<file path="src/rtl/clk_gen_pkg.sv">
// clk_gen_pkg: shared constants, divisor field type and the
// half-period helper used by the clock-enable generator.
package clk_gen_pkg;

  localparam int DIV_W_DEF     = 8;
  localparam int DIV_RESET_DEF = 1;

  typedef logic [DIV_W_DEF-1:0] div_field_t;

  // Start of the low half: ceil(n/2), so odd periods run
  // one cycle longer high than low.
  function automatic int unsigned half_point(
    input int unsigned n
  );
    return (n + 1) / 2;
  endfunction

endpackage

</file>
<file path="src/rtl/clk_div_channel.sv">
// clk_div_channel: one divider channel. Ports: clk_i, rst_i,
// en_i, sync_i, div_i/inv_i/load_i in; tick/half/clk_div/pend out.
module clk_div_channel
  import clk_gen_pkg::*;
#(
  parameter int DIV_W     = DIV_W_DEF,
  parameter int DIV_RESET = DIV_RESET_DEF
) (
  input  logic             clk_i,
  input  logic             rst_i,
  input  logic             en_i,
  input  logic             sync_i,
  input  logic [DIV_W-1:0] div_i,
  input  logic             inv_i,
  input  logic             load_i,
  output logic             tick_o,
  output logic             half_o,
  output logic             clk_div_o,
  output logic             pend_o
);

  typedef logic [DIV_W-1:0] fld_t;
  typedef logic [DIV_W:0]   wide_t;

  localparam fld_t D_RST = fld_t'(DIV_RESET);

  fld_t  cnt, d, pd;
  logic  p, pp;

  fld_t  cnt_nx, d_nx;
  logic  p_nx, step, wrap;
  wide_t h_nx;

  always_comb begin
    step = sync_i | en_i;
    if (sync_i)
      cnt_nx = '0;
    else if (en_i && cnt == d)
      cnt_nx = '0;
    else if (en_i)
      cnt_nx = cnt + 1'b1;
    else
      cnt_nx = cnt;

    wrap = step && (cnt_nx == '0);

    // A load coinciding with a wrap beats the older pending value.
    d_nx = d;
    p_nx = p;
    if (wrap && load_i) begin
      d_nx = div_i;
      p_nx = inv_i;
    end else if (wrap && pend_o) begin
      d_nx = pd;
      p_nx = pp;
    end

    h_nx = wide_t'(half_point(32'(d_nx) + 32'd1));
  end

  always_ff @(posedge clk_i or posedge rst_i) begin
    if (rst_i) begin
      cnt       <= D_RST;
      d         <= D_RST;
      p         <= 1'b0;
      pd        <= D_RST;
      pp        <= 1'b0;
      pend_o    <= 1'b0;
      tick_o    <= 1'b0;
      half_o    <= 1'b0;
      clk_div_o <= 1'b0;
    end else begin
      cnt <= cnt_nx;
      d   <= d_nx;
      p   <= p_nx;
      if (load_i) begin
        pd <= div_i;
        pp <= inv_i;
      end
      if (wrap)
        pend_o <= 1'b0;
      else if (load_i)
        pend_o <= 1'b1;
      tick_o <= wrap;
      half_o <= step && (d_nx != '0)
                && ({1'b0, cnt_nx} == h_nx);
      if (step)
        clk_div_o <= ({1'b0, cnt_nx} < h_nx) ^ p_nx;
    end
  end

endmodule

</file>
<file path="src/rtl/clk_phase_gen.sv">
// clk_phase_gen: CHANNELS independent clock-enable dividers
// sharing clk_i, rst_i and sync_i; per-channel buses elsewhere.
module clk_phase_gen
  import clk_gen_pkg::*;
#(
  parameter int CHANNELS  = 2,
  parameter int DIV_W     = DIV_W_DEF,
  parameter int DIV_RESET = DIV_RESET_DEF
) (
  input  logic                      clk_i,
  input  logic                      rst_i,
  input  logic [CHANNELS-1:0]       en_i,
  input  logic                      sync_i,
  input  logic [CHANNELS*DIV_W-1:0] div_i,
  input  logic [CHANNELS-1:0]       inv_i,
  input  logic [CHANNELS-1:0]       load_i,
  output logic [CHANNELS-1:0]       tick_o,
  output logic [CHANNELS-1:0]       half_o,
  output logic [CHANNELS-1:0]       clk_div_o,
  output logic [CHANNELS-1:0]       pend_o
);

  for (genvar k = 0; k < CHANNELS; k++) begin : g_ch
    clk_div_channel #(
      .DIV_W     (DIV_W),
      .DIV_RESET (DIV_RESET)
    ) u_ch (
      .clk_i     (clk_i),
      .rst_i     (rst_i),
      .en_i      (en_i[k]),
      .sync_i    (sync_i),
      .div_i     (div_i[k*DIV_W +: DIV_W]),
      .inv_i     (inv_i[k]),
      .load_i    (load_i[k]),
      .tick_o    (tick_o[k]),
      .half_o    (half_o[k]),
      .clk_div_o (clk_div_o[k]),
      .pend_o    (pend_o[k])
    );
  end

endmodule

</file>
<file path="config.mk">
export PLATFORM = sky130hd
export DESIGN_NAME = clk_phase_gen
export DESIGN_NICKNAME = d
export VERILOG_FILES = /design/src/rtl/clk_gen_pkg.sv /design/src/rtl/clk_div_channel.sv /design/src/rtl/clk_phase_gen.sv
export SDC_FILE = /design/constraint.sdc
export NUM_CORES = 1
export LEC_CHECK = 0
export ABC_AREA = 1
export CAP_MARGIN = 20
export CELL_PAD_IN_SITES_DETAIL_PLACEMENT = 0
export CELL_PAD_IN_SITES_GLOBAL_PLACEMENT = 1
export CORE_MARGIN = 4
export CORE_UTILIZATION = 40
export CTS_CLUSTER_SIZE = 10
export DETAILED_ROUTE_END_ITERATION = 10
export PLACE_DENSITY = 0.77
export SYNTH_ARGS = -nofsm -noshare
export SYNTH_HDL_FRONTEND = slang
export SYNTH_SLANG_ARGS = --single-unit
</file>
<file path="constraint.sdc">
create_clock -name clk_i -period 12.8 [get_ports clk_i]
set_input_delay 1.92 -clock clk_i [delete_from_list [all_inputs] [get_ports clk_i]]
set_output_delay 1.92 -clock clk_i [all_outputs]
set_load 0.01 [all_outputs]
</file>
==> results of run 1 <==
power by group through the flow:
stage / combinational, mW / clock (mW) / sequential, mW
4_1_cts: 0.336 / 0.278 / 0.249
3_3_place_gp: 0.332 / 0 / 0.251
5_1_grt: 0.390 / 0.286 / 0.252
3_5_place_dp: 0.334 / 0 / 0.252
6_report: 0.333 / 0.272 / 0.249
2_1_floorplan: 0.260 / 0 / 0.240
cells by family after synthesis:
group	count (synthesis)	share of synthesized area, %
AOI/OAI and AO/OA	67	7.80
DFF	60	32.1
buffers and inverters	129	11.5
and+or+nand+nor	412	39.3
muxes	1	0.240
adders and majority gates	25	6.65
xor gates and xnor gates	13	2.42
routing by layer:
layer,vias to the layer above,part of all wire [%],wire [microns],GRT usage (%)
met5,-,0,0,0
met4,0,3.3,413,9.28
met3,26,3.0,379,3.83
met2,74,51,6360,36.0
met1,2001,43,5310,22.7
li1,2294,-,-,-
cells in the final DEF, fill, tap and decap left out, drive strengths merged, types with 9 or more instances in the layout:
cell type	synthesis	routed
nor2	69	69
or2	11	11
o21ai	50	50
inv	102	102
nand3	58	58
a21oi	10	10
xor2	9	9
nand4	36	36
clkbuf	7	12
nand2	227	227
clkdlybuf4s50	0	32
ha	25	25
dfrtp	54	54
sequential cells by signal, indices dropped and copies added (netlist names):
signal / cells
g_ch.u_ch.clk_div_o: 2
g_ch.u_ch.cnt: 16
g_ch.u_ch.d: 16
g_ch.u_ch.half_o: 2
g_ch.u_ch.p: 2
g_ch.u_ch.pd: 16
g_ch.u_ch.pend_o: 2
g_ch.u_ch.pp: 2
g_ch.u_ch.tick_o: 2
worst max-delay path: cells and delay by family:
family,cells,cell delay (ns)
simple gates,10,1.47
xor+xnor,3,0.49
buf+inv,4,0.97
fa+ha+maj,2,0.59
compound gates,6,2.16
through the flow:
step / cells / hold slack, ns
2_1_floorplan: 707 / 0.437
3_3_place_gp: 857 / 0.460
3_5_place_dp: 857 / 0.472
4_1_cts: 873 / 0.483
5_1_grt: 873 / 0.500
6_report: 873 / 0.480
synthesized netlist by cell type (7+ instances only):
cell	count
xor2_1	9
buf_4	10
inv_1	98
dfrtp_1	54
or2_2	8
clkbuf_1	7
ha_1	25
nand3_1	50
buf_2	8
nand4_1	36
nor2_2	9
nor2_1	58
nand3_2	8
o21ai_0	42
a21oi_1	9
nand2_1	223
final cells by class:
| type | instances | area (sq um) |
|---|---|---|
| fill | 1168 | 6080 |
| multi-input combinational | 518 | 2650 |
| sequential | 60 | 1510 |
| inverter | 103 | 387 |
| timing repair buffer | 33 | 328 |
| clock buffer | 12 | 256 |
| tap | 143 | 179 |
| clock inverter | 4 | 72.6 |
worst max-delay path by stage:
stage | from | to | slack [ns]
finish | en_i[0] | g_ch[0].u_ch.clk_div_o | 5.38
global route | en_i[0] | g_ch[0].u_ch.clk_div_o | 4.71
CTS | en_i[0] | g_ch[0].u_ch.clk_div_o | 5.36
detailed placement | en_i[0] | g_ch[0].u_ch.clk_div_o | 5.03
global placement | en_i[0] | g_ch[0].u_ch.clk_div_o | 5.08
floorplan | sync_i | g_ch[0].u_ch.clk_div_o | 7.37
==> summary by stage, run 1 <==
Power and ir drop
Overall power consumption after layout is estimated at 853 uW. The clock power share is 31.9%. The largest vdd supply drop is 0.0807 mV. The fraction of power consumed by sequential logic is 29.1%. In this run the power spent charging and discharging nets is 335 uW. Of the total power, the share spent switching nets is 39.2%. For this design the ratio of total power to cell area is 158 nW/um^2.

In this run the static leakage power is 2.82 nW. The combinational share of power is 39.0%. The internal power of the cells totals 519 uW.

Worst hold path
The path with the worst hold slack has its endpoint at g_ch[0].u_ch.clk_div_o. The startpoint identified for the worst hold timing path is g_ch[0].u_ch.clk_div_o. The worst min-delay path category is flop to flop. Along the worst hold path, the cell count comes to 2.

Timing
For this run, the top clock speed supported by timing is 135 MHz. The time the worst path needs with I/O delays and setup is 7.42 ns. The slew at the pin with the worst max-slew slack is 1.02 ns. The number of failing setup endpoints in the final timing report is 0. The accumulated negative setup slack is 0 ns. In the finished design, the share of the clock period the worst path needs comes to 58.0%. The final-report max-slew violation count came to 0. The final setup slack of the worst path is 5.38 ns. In this run the tightest slew margin relative to its limit is 31.7%.

The clock arrives with 0.00804 ns of skew. The final number of hold-violating endpoints is 0. Setup repair after global routing left no endpoint under its margin.

Run
The number of maximum-capacitance violations is 0.

Synthesis
For this run, the register share of the synthesized area comes to 32.1%. The post-synthesis sequential element count is 60. The count of mapped cells out of synthesis is 707.

The count of flip-flops with a built-in enable after synthesis is 0. During synthesis, Yosys emitted a total of 0 warnings. The post-synthesis cell area is 4700 sq um.

Ranked by total cell area, the synthesized netlist is headed by dfrtp_1, nand2_1, inv_1. The fraction of synthesis flops using an asynchronous set or reset pin is 100%. The top-area cell type share of the netlist area is 28.7%. Counting distinct cell types in the post-synthesis netlist gives 40. A synthesized cell averages 6.65 sq um. The largest total area in the synthesized netlist belongs to dfrtp_1.

The net count after synthesis is 757. Among all flip-flop cells after synthesis, the most frequent one is dfrtp_1.

Routing
The vias per cell is 5.03. The sum of routed wire length over all layers is 12500 microns. The DRC marker count from the first detailed-route iteration is 227.

Dividing the detail-routed wire length by the instance count gives 14.3 microns. The count of nets left with antenna violations once routing finished came out at 0. The DRC violation count after routing is 0. The length of the first detailed-routing pass in iterations is 5. Across all layers, the routed design uses 4395 vias.

GRT
The aggregate global routing overflow is 0. Entering global routing, the biggest net connects 61 pins. The number of global-route vias before repair is 4440. The initial antenna violation count is 0.

The aggregate global-route resource usage is 20.0%. The first-pass GRT wire length is 21100 microns.

Worst setup path
The worst register-to-register path ends at g_ch[0].u_ch.clk_div_o. The required time of the critical path is 13.01 ns. The delay of the slowest critical-path stage is 0.82 ns.

The setup check on the worst reg-to-reg path leaves a slack of 6.96 ns. The worst setup path is launched from an input port. The element type at the critical path end is a flop. Along the worst path, the maximum fanout reaches 23. The setup path with the least slack is of type input port to flop.

The cell that appears most often on the critical path is nand2_1. Measured in cells, the most critical reg-to-reg path has a length of 25. The largest individual stage delay along the critical path comes from the cell o21ai_1. The reg-to-reg startpoint is g_ch[0].u_ch.cnt[0]. At the worst endpoint, the arrival time is 7.63 ns.

Final layout
From synthesis to final layout, the design area changed by 14.5%. The number of antenna cells inserted is 0. The proportion of layout cells with a drive suffix above 1 is 8.49%. After routing the design area is 5380 sq um. The count of nets after finishing is 775. The utilization after layout is 47.0%.

Floorplanning
The number of primary I/O pins is 33. The region available for standard cell placement spans 11500 sq um. The overall die height is 116 microns. The site row count is 39. The horizontal extent of the die is 116 microns. The die area is 13600 sq um. The effective utilization at floorplan is 41.0%.

Clocking
The root buffer cell is clkbuf_16. The count of H-tree levels built during CTS is 3. The number of clock sinks is 60. In this run, post-CTS repair resized a total of 0 instances.

For the worst-skew pair, the clock arrives at the later sink with an insertion delay of 0.34 ns. The maximum buffer depth of the clock tree is 2. The TritonCTS buffer count is 9. TritonCTS built the clock tree. After clock tree synthesis, the clock-pin slew on the worst setup and hold paths is 0.05 ns. The post-cts hold buffer count is 0. After clock tree synthesis, the setup repair step added 0 buffers.

Placed design
The post-DP HPWL is 9670 microns. OpenSTA, run right after detailed placement, puts the worst setup slack at 5.03 ns. The number of I/O port buffers is 32. The placer's final routability congestion estimate is 0.931. The post-placement cell area is 5050 sq um.

Run status
The flow ran to the end, and the final reports show no timing, DRC or antenna violations.
Note: power is estimated with default switching activity, not from simulation.
==> inputs of run 2 (changes only) <==
Clock period 12.8 ns to 7.4 ns, I/O delays scaled along.
==> run 2 against run 1 <==
Effect of this change: core utilization shrank 0.098 points; via count increased by 2.1%; combinational power increased by 75%; clock skew fell by 0.0037 ns; clock power grew 57%; largest power group unchanged; largest cell class unchanged; highest routed layer unchanged; count of clock-buffer cells in the layout down 1.
==> summary by stage, run 2 (synthesized netlist as in run 1, its figures left out) <==
Floorplanning
Once the floorplan was initialized, standard cells occupied 41.0% of the core. The area of the core region is 11500 sq um. The horizontal extent of the die is 116 microns. The overall die height is 116 microns. The site row count is 39. Pin placement for this block handled 33 I/O pins.

The die area is 13600 sq um.

Routing
After detailed routing, the average wire length per cell comes to 14.1 microns. The first routing iteration left 306 violations. The final antenna-violating net count is 0. After detailed routing, the number of vias per cell comes to 5.13. The DRC violation count after routing is 0. The length of the first detailed-routing pass in iterations is 5. The sum of routed wire length over all layers is 12300 microns.

Summing over every cut layer, the via total after detailed routing is 4487.

Worst setup path
The worst endpoint data arrival time is 6.27 ns. The required time of the critical path is 7.61 ns. The element type at the critical path end is a flop. The depth of the worst register-to-register path is 24. The startpoint class of the critical path is an input port. The end of the worst register-to-register path is g_ch[0].u_ch.clk_div_o. The top fanout value on the critical path is 23. The critical path is of the input port to flop type. The reg-to-reg startpoint is g_ch[0].u_ch.cnt[0]. In this run the register-to-register setup slack is 2.21 ns.

Power and ir drop
The largest vdd supply drop is 0.150 mV. In this run the static leakage power is 2.82 nW. The areal power density over the cells is 268 nW/um^2.

Timing
Setup violations remaining at the end of the flow were counted as 0. Counting I/O delays and the setup requirement, the final critical path takes 6.06 ns. The worst slew slack as a fraction of its limit is 48.6%. The final-report max-slew violation count is 0. Based on the critical path, the design can be clocked at up to 165 MHz. For the final routed database, the setup TNS stands at 0 ns. The final number of hold-violating endpoints came to 0. Across the routed clock network, the largest skew measured is 0.00438 ns. The share of the clock period used by the worst path after layout is 81.9%. The final setup slack of the worst path is 1.34 ns. Setup repair after global routing left no endpoint under its margin. At the pin with the least slew margin, the transition time is 0.772 ns.

Clocking
The maximum buffer depth of the clock tree is 2. The TritonCTS buffer count is 9. Gates resized during post-CTS repair numbered 0. The TritonCTS clock tree is done. The clock drives 60 sinks. The post-cts hold buffer count is 0. Clock-pin slew was measured on the worst setup and hold paths at 0.05 ns. The latest clock arrival within the worst-skew pair is 0.33 ns. The number of setup buffers added after CTS is 0. The root buffer cell is clkbuf_16.

The count of H-tree levels built during CTS is 3.

Final layout
The largest registers in the layout are g_ch.u_ch.cnt x16, g_ch.u_ch.d x16, g_ch.u_ch.pd x16. The count of nets after finishing is 777. The number of fillers in the final layout is 1196.

The repair_antennas step left the layout with diodes totalling 0. The commonest non-fill, non-tap cell in the layout is nand2_1. The multi-input combinational cells in the finished layout cover a total of 2650 sq um.

Leaving out fill and tap cells, the most frequent cells in the layout are nand2_1, inv_1, nor2_1, dfrtp_1, nand3_1. The final cell count without fillers is 875. The area added between synthesis and finish is 14.3%.

Summing all flip-flop and latch instances after layout gives 1510 sq um. In the final layout, the share of cells above drive strength 1 is 8.88%. With fillers left out, the area of the finished cells amounts to 5370 sq um.

GRT
The initial antenna violation count is 0. The aggregate global-route resource usage is 20.0%. The pin count of the biggest net entering global routing is 61. The aggregate global routing overflow is 0. The number of global-route vias before repair is 4471. The first-pass GRT wire length is 21100 microns.

Worst hold path
The worst hold path begins at g_ch[0].u_ch.pd[1]. The endpoint of the worst hold-timing path is g_ch[0].u_ch.pd[1]. The tightest min-delay check is of the flop to flop type. Along the worst hold path, the cell count comes to 2.

Placed design
At the end of routability-driven placement, the weighted congestion stood at 0.935. During placement, the flow inserted port buffers numbering 32. In this run the cell area measured after placement is 5070 sq um.

The post-DP HPWL is 9730 microns. After detailed placement, the design holds a cell count of 859. OpenSTA, run right after detailed placement, puts the worst setup slack at 1.05 ns.

Run
The tool flagged a number of max-cap violations equal to 0.

Run status
The flow ran to the end, and the final reports show no timing, DRC or antenna violations.
[run 2: changes by cell type in the layout (fill, tap and decap cells not counted), sizes merged]
| cell | before | now |
|---|---|---|
| clkinv | 2 | 5 |
| buf | 1 | 3 |
| bufinv | 2 | 1 |
| clkbuf | 12 | 11 |
| clkinvlp | 1 | 0 |
[run 2: worst max path at each step]
stage,start,to,slack [ns],depth (start not counted)
CTS,sync_i,g_ch[0].u_ch.clk_div_o,1.39,25
floorplan,sync_i,g_ch[0].u_ch.clk_div_o,2.78,27
global placement,sync_i,g_ch[0].u_ch.clk_div_o,1.22,25
detailed placement,sync_i,g_ch[0].u_ch.clk_div_o,1.05,25
finish,sync_i,g_ch[0].u_ch.clk_div_o,1.34,25
global route,sync_i,g_ch[0].u_ch.clk_div_o,0.71,25
[run 2: per-stage QoR]
step | utilization, % | hold WS [ns] | power (mW)
finish | 46.9 | 0.490 | 1.44
global route | 46.9 | 0.503 | 1.56
CTS | 46.9 | 0.495 | 1.45
detailed placement | 44.2 | 0.483 | 1.02
global placement | 44.2 | 0.465 | 1.01
floorplan | - | 0.437 | 0.865
[run 2: worst max-delay path: stages]
cell and delay (ns):
clkdlybuf4s50_1 0.85, inv_1 0.23, o21ai_0 0.13, nor2_1 0.07, o21ai_1 0.13, nand2_1 0.08
nor2_2 0.44, nand3_2 0.46, o21ai_0 0.47, inv_1 0.18, ha_1 0.30, nand2_1 0.11
nand2_1 0.06, inv_1 0.08, nand3_1 0.11, nor2_2 0.17, xor2_1 0.17, ha_1 0.26
nand2_1 0.06, inv_1 0.04, a221oi_1 0.25, o21ai_0 0.11, a21oi_1 0.17, xnor2_1 0.13
o21ai_0 0.09
[run 2: area by class of cell]
class | count | share of cell area, %
Multi-Input combinational cell | 518 | 49.4
Sequential cell | 60 | 28.1
Inverter | 103 | 7.20
Timing Repair Buffer | 35 | 6.38
Clock buffer | 11 | 4.70
Tap cell | 143 | 3.33
Clock inverter | 5 | 0.932
[run 2: power breakdown]
| part | internal, mW | total (mW) | switching [mW] | leakage, nW |
|---|---|---|---|---|
| Combinational | 0.202 | 0.582 | 0.380 | 1.93 |
| Sequential | 0.385 | 0.430 | 0.0448 | 0.740 |
| Clock | 0.276 | 0.426 | 0.150 | 0.155 |
| Total | 0.863 | 1.44 | 0.575 | 2.82 |
[run 2: routing by layer]
| layer | wire length (microns) | part of all wire, % | vias to the layer above | global-route usage [%] |
|---|---|---|---|---|
| li1 | - | - | 2294 | - |
| met5 | 0 | 0 | - | 0 |
| met3 | 387 | 3.1 | 27 | 3.73 |
| met4 | 400 | 3.2 | 0 | 9.36 |
| met2 | 6460 | 52 | 94 | 36.6 |
| met1 | 5090 | 41 | 2072 | 22.1 |
==> inputs of run 3 (changes only) <==
Settings changed: CORE_UTILIZATION 40 to 39, PLACE_DENSITY 0.77 to 0.78.
Clock period 7.4 ns to 5.1 ns, I/O delays scaled along.
==> run 3 against run 2 <==
Effect of this change: design area grew 7.7%; critical path type unchanged; die area up 2.4%; routed wire length is 11% higher; clock power grew 46%; sequential share of layout area down 2.0 points.
==> summary by stage, run 3 (synthesized netlist as in run 1, its figures left out) <==
Run status
The run finished with clean final reports.

Timing
For this run, the top clock speed supported by timing is 215 MHz. The worst slew slack as a fraction of its limit is 42.1%. Hold timing on the final database bottoms out at a slack of 0.471 ns. Setup repair after global routing left no endpoint under its margin. The final critical path takes up 91.3% of the cycle. The slew at the pin with the worst max-slew slack is 0.868 ns. The number of failing setup endpoints in the final timing report is 0. The worst path meets setup with 0.442 ns of slack. The worst clock skew is 0.00515 ns. For the finished layout, the period the worst path requires is 4.66 ns. The final-report max-slew violation count was 0. The final number of hold-violating endpoints is 0.

Final layout
Once layout is complete, the cells apart from fillers number 927. The count of nets after finishing is 829. Leaving out fill and tap cells, the most frequent cells in the layout are nand2_1, inv_1, nor2_1, dfrtp_1, buf_4. In the final layout, the registers with the most flip-flops are g_ch.u_ch.cnt x16, g_ch.u_ch.d x16, g_ch.u_ch.pd x16. The commonest non-fill, non-tap cell in the layout is nand2_1. The area added between synthesis and finish is 23.1%. The proportion of layout cells with a drive suffix above 1 is 15.3%.

The number of antenna diodes in the final layout is 0. The utilization after layout is 49.8%.

Power and ir drop
The net switching power of the design is 910 uW. Per report_power, the sequential group accounts for 27.9% of the total. Net switching is 40.6% of the power. The areal power density over the cells is 388 nW/um^2.

Cell internal power was estimated by the tool at 1.33 mW. The design draws 2.24 mW. The largest vdd supply drop is 0.167 mV. The combinational share of power is 44.5%. In this run the static leakage power is 3.07 nW. In this run, the clock network consumes 27.7% of the power.

Run
The number of maximum-capacitance violations is 0.

Routing
The overall via count from detail_route is 4723. The routed length on met3 is 559 microns. The highest layer touched by signal routing is met4. In the final routed layout, each cell accounts on average for 14.8 microns. In the routed design, unresolved DRC markers number 0.

In the detailed route, the total length drawn on met2 is 5850 microns. The final layout contains routed wiring with a total length of 13700 microns. After the first detailed-routing iteration, the DRC count stood at 409. The final antenna-violating net count is 0. The wire length on met1 is 7080 microns. The pre-antenna-repair detailed-routing pass consisted of 4 iterations. The vias per cell is 5.09.

Clocking
The root buffer cell chosen for the clock tree is clkbuf_16. TritonCTS built the clock tree. In this run the number of H-tree levels came out at 3. At the later pin of the worst-skew pair, clock insertion delay measures 0.34 ns. The clock passes through at most 2 buffers. The number of setup buffers added after CTS is 0. The number of clock sinks is 60.

The TritonCTS buffer count is 9. After clock tree synthesis, the clock-pin slew on the worst setup and hold paths is 0.06 ns.

Worst setup path
The startpoint class of the critical path is an input port. In this run the worst path has a maximum fanout of 6. The critical path in this run is classified as input port to flop. The origin of the worst setup path is sync_i.

The worst setup path is captured at a flop. In this run the critical register-to-register path is captured at g_ch[1].u_ch.clk_div_o. At the worst endpoint, the arrival time is 4.88 ns. The depth of the worst register-to-register path is 25. The register-to-register setup slack is 0.49 ns. In this run the critical register-to-register path is launched from g_ch[1].u_ch.cnt[0]. STA puts the critical path data required time at 5.32 ns.

Worst hold path
The worst hold path was traced through 2 stages. The startpoint of the tightest hold check path is g_ch[0].u_ch.pd[1]. The tightest min-delay check is of the flop to flop type. For hold timing, the worst endpoint is g_ch[0].u_ch.pd[1].

Floorplanning
The initialized floorplan defines 39 standard-cell rows. The horizontal extent of the die is 118 microns. 33 I/O pins were placed.

Once the floorplan was initialized, standard cells occupied 40.5% of the core. The die covers 13900 sq um. The region available for standard cell placement spans 11600 sq um. The overall die height is 118 microns.

GRT
The first global-routing pass estimated 22900 microns of wire. The aggregate global routing overflow is 0. Global routing used 20.4% of the available tracks across all layers.

Entering global routing, the biggest net connects 41 pins. The number of global-route vias before repair came to 4526. The initial antenna violation count came to 1.

Placed design
The HPWL after detailed placement is 11000 microns. The number of I/O port buffers is 32. Once placement completed, the tool counted placed cells totaling 911. The placer's final routability congestion estimate is 0.870.

The worst setup slack before clock tree synthesis is -0.391 ns.
[run 3: cell count changes in the layout (fill, tap and decap cells not counted), moves of 2 or more]
cell and change:
buf_4 +50, clkinv_2 -3, o21ai_0 -2, clkinv_4 +2
clkbuf_8 -2, clkdlybuf4s50_1 -2, clkinvlp_4 +2
[run 3: worst max path at each step]
stage / slack [ns] / to / cells after the start
2_1_floorplan: 0.82 / g_ch[0].u_ch.clk_div_o / 27
3_3_place_gp: -0.23 / g_ch[1].u_ch.clk_div_o / 26
3_5_place_dp: -0.39 / g_ch[1].u_ch.clk_div_o / 26
4_1_cts: 0.03 / g_ch[1].u_ch.clk_div_o / 28
5_1_grt: 0.04 / g_ch[1].u_ch.clk_div_o / 26
6_report: 0.44 / g_ch[1].u_ch.clk_div_o / 25
[run 3: final cells by class]
type	instances	area (sq um)
repair buffers	87	747
flip-flops and latches	60	1510
clock buffers	9	225
multi-input cells	518	2660
inverters	103	387
well taps	143	179
clock inverters	7	76.3
fillers	1208	5830
[run 3: what timing repair did]
| action | in CTS | in global routing |
|---|---|---|
| hold buffers | 0 | 0 |
| pin swaps | 0 | 0 |
| endpoints found under the setup margin | 1 | 3 |
| gates resized for setup | 1 | 8 |
[run 3: per-stage QoR]
stage / instance area, sq um / TNS, ns
CTS: 5770 / 0
floorplan: 4700 / 0
global route: 5790 / 0
finish: 5790 / 0
global placement: 5470 / -0.234
detailed placement: 5470 / -0.440
[run 3: critical path: stages]
cell and delay [ns]:
clkdlybuf4s50_1 0.51, inv_1 0.13, nand2_1 0.11, nor2_1 0.04
o21ai_0 0.15, nand2_1 0.11, nor2_4 0.22, nand3_2 0.09
inv_1 0.16, nand2_1 0.07, nand2_1 0.16, ha_1 0.24
nand3_2 0.14, o21ai_0 0.19, nand2_1 0.16, nor2_2 0.19
xor2_1 0.18, ha_1 0.27, a21oi_1 0.13, o21ai_0 0.11
a21oi_1 0.13, o21bai_1 0.08, a21oi_1 0.16, xor2_1 0.08
mux2_2 0.29
[run 3: power by group through the flow]
stage	clock network, mW	logic, mW	registers (mW)
3_5_place_dp	0	0.988	0.631
4_1_cts	0.629	0.995	0.625
2_1_floorplan	0	0.653	0.602
3_3_place_gp	0	0.976	0.632
6_report	0.621	0.998	0.625
5_1_grt	0.649	1.13	0.637
[run 3: per-layer routing]
layer	vias to the layer above	GRT usage, %
li1	2405	-
met1	2191	30.0
met2	109	30.4
met3	18	3.22
met4	0	6.67
met5	-	0
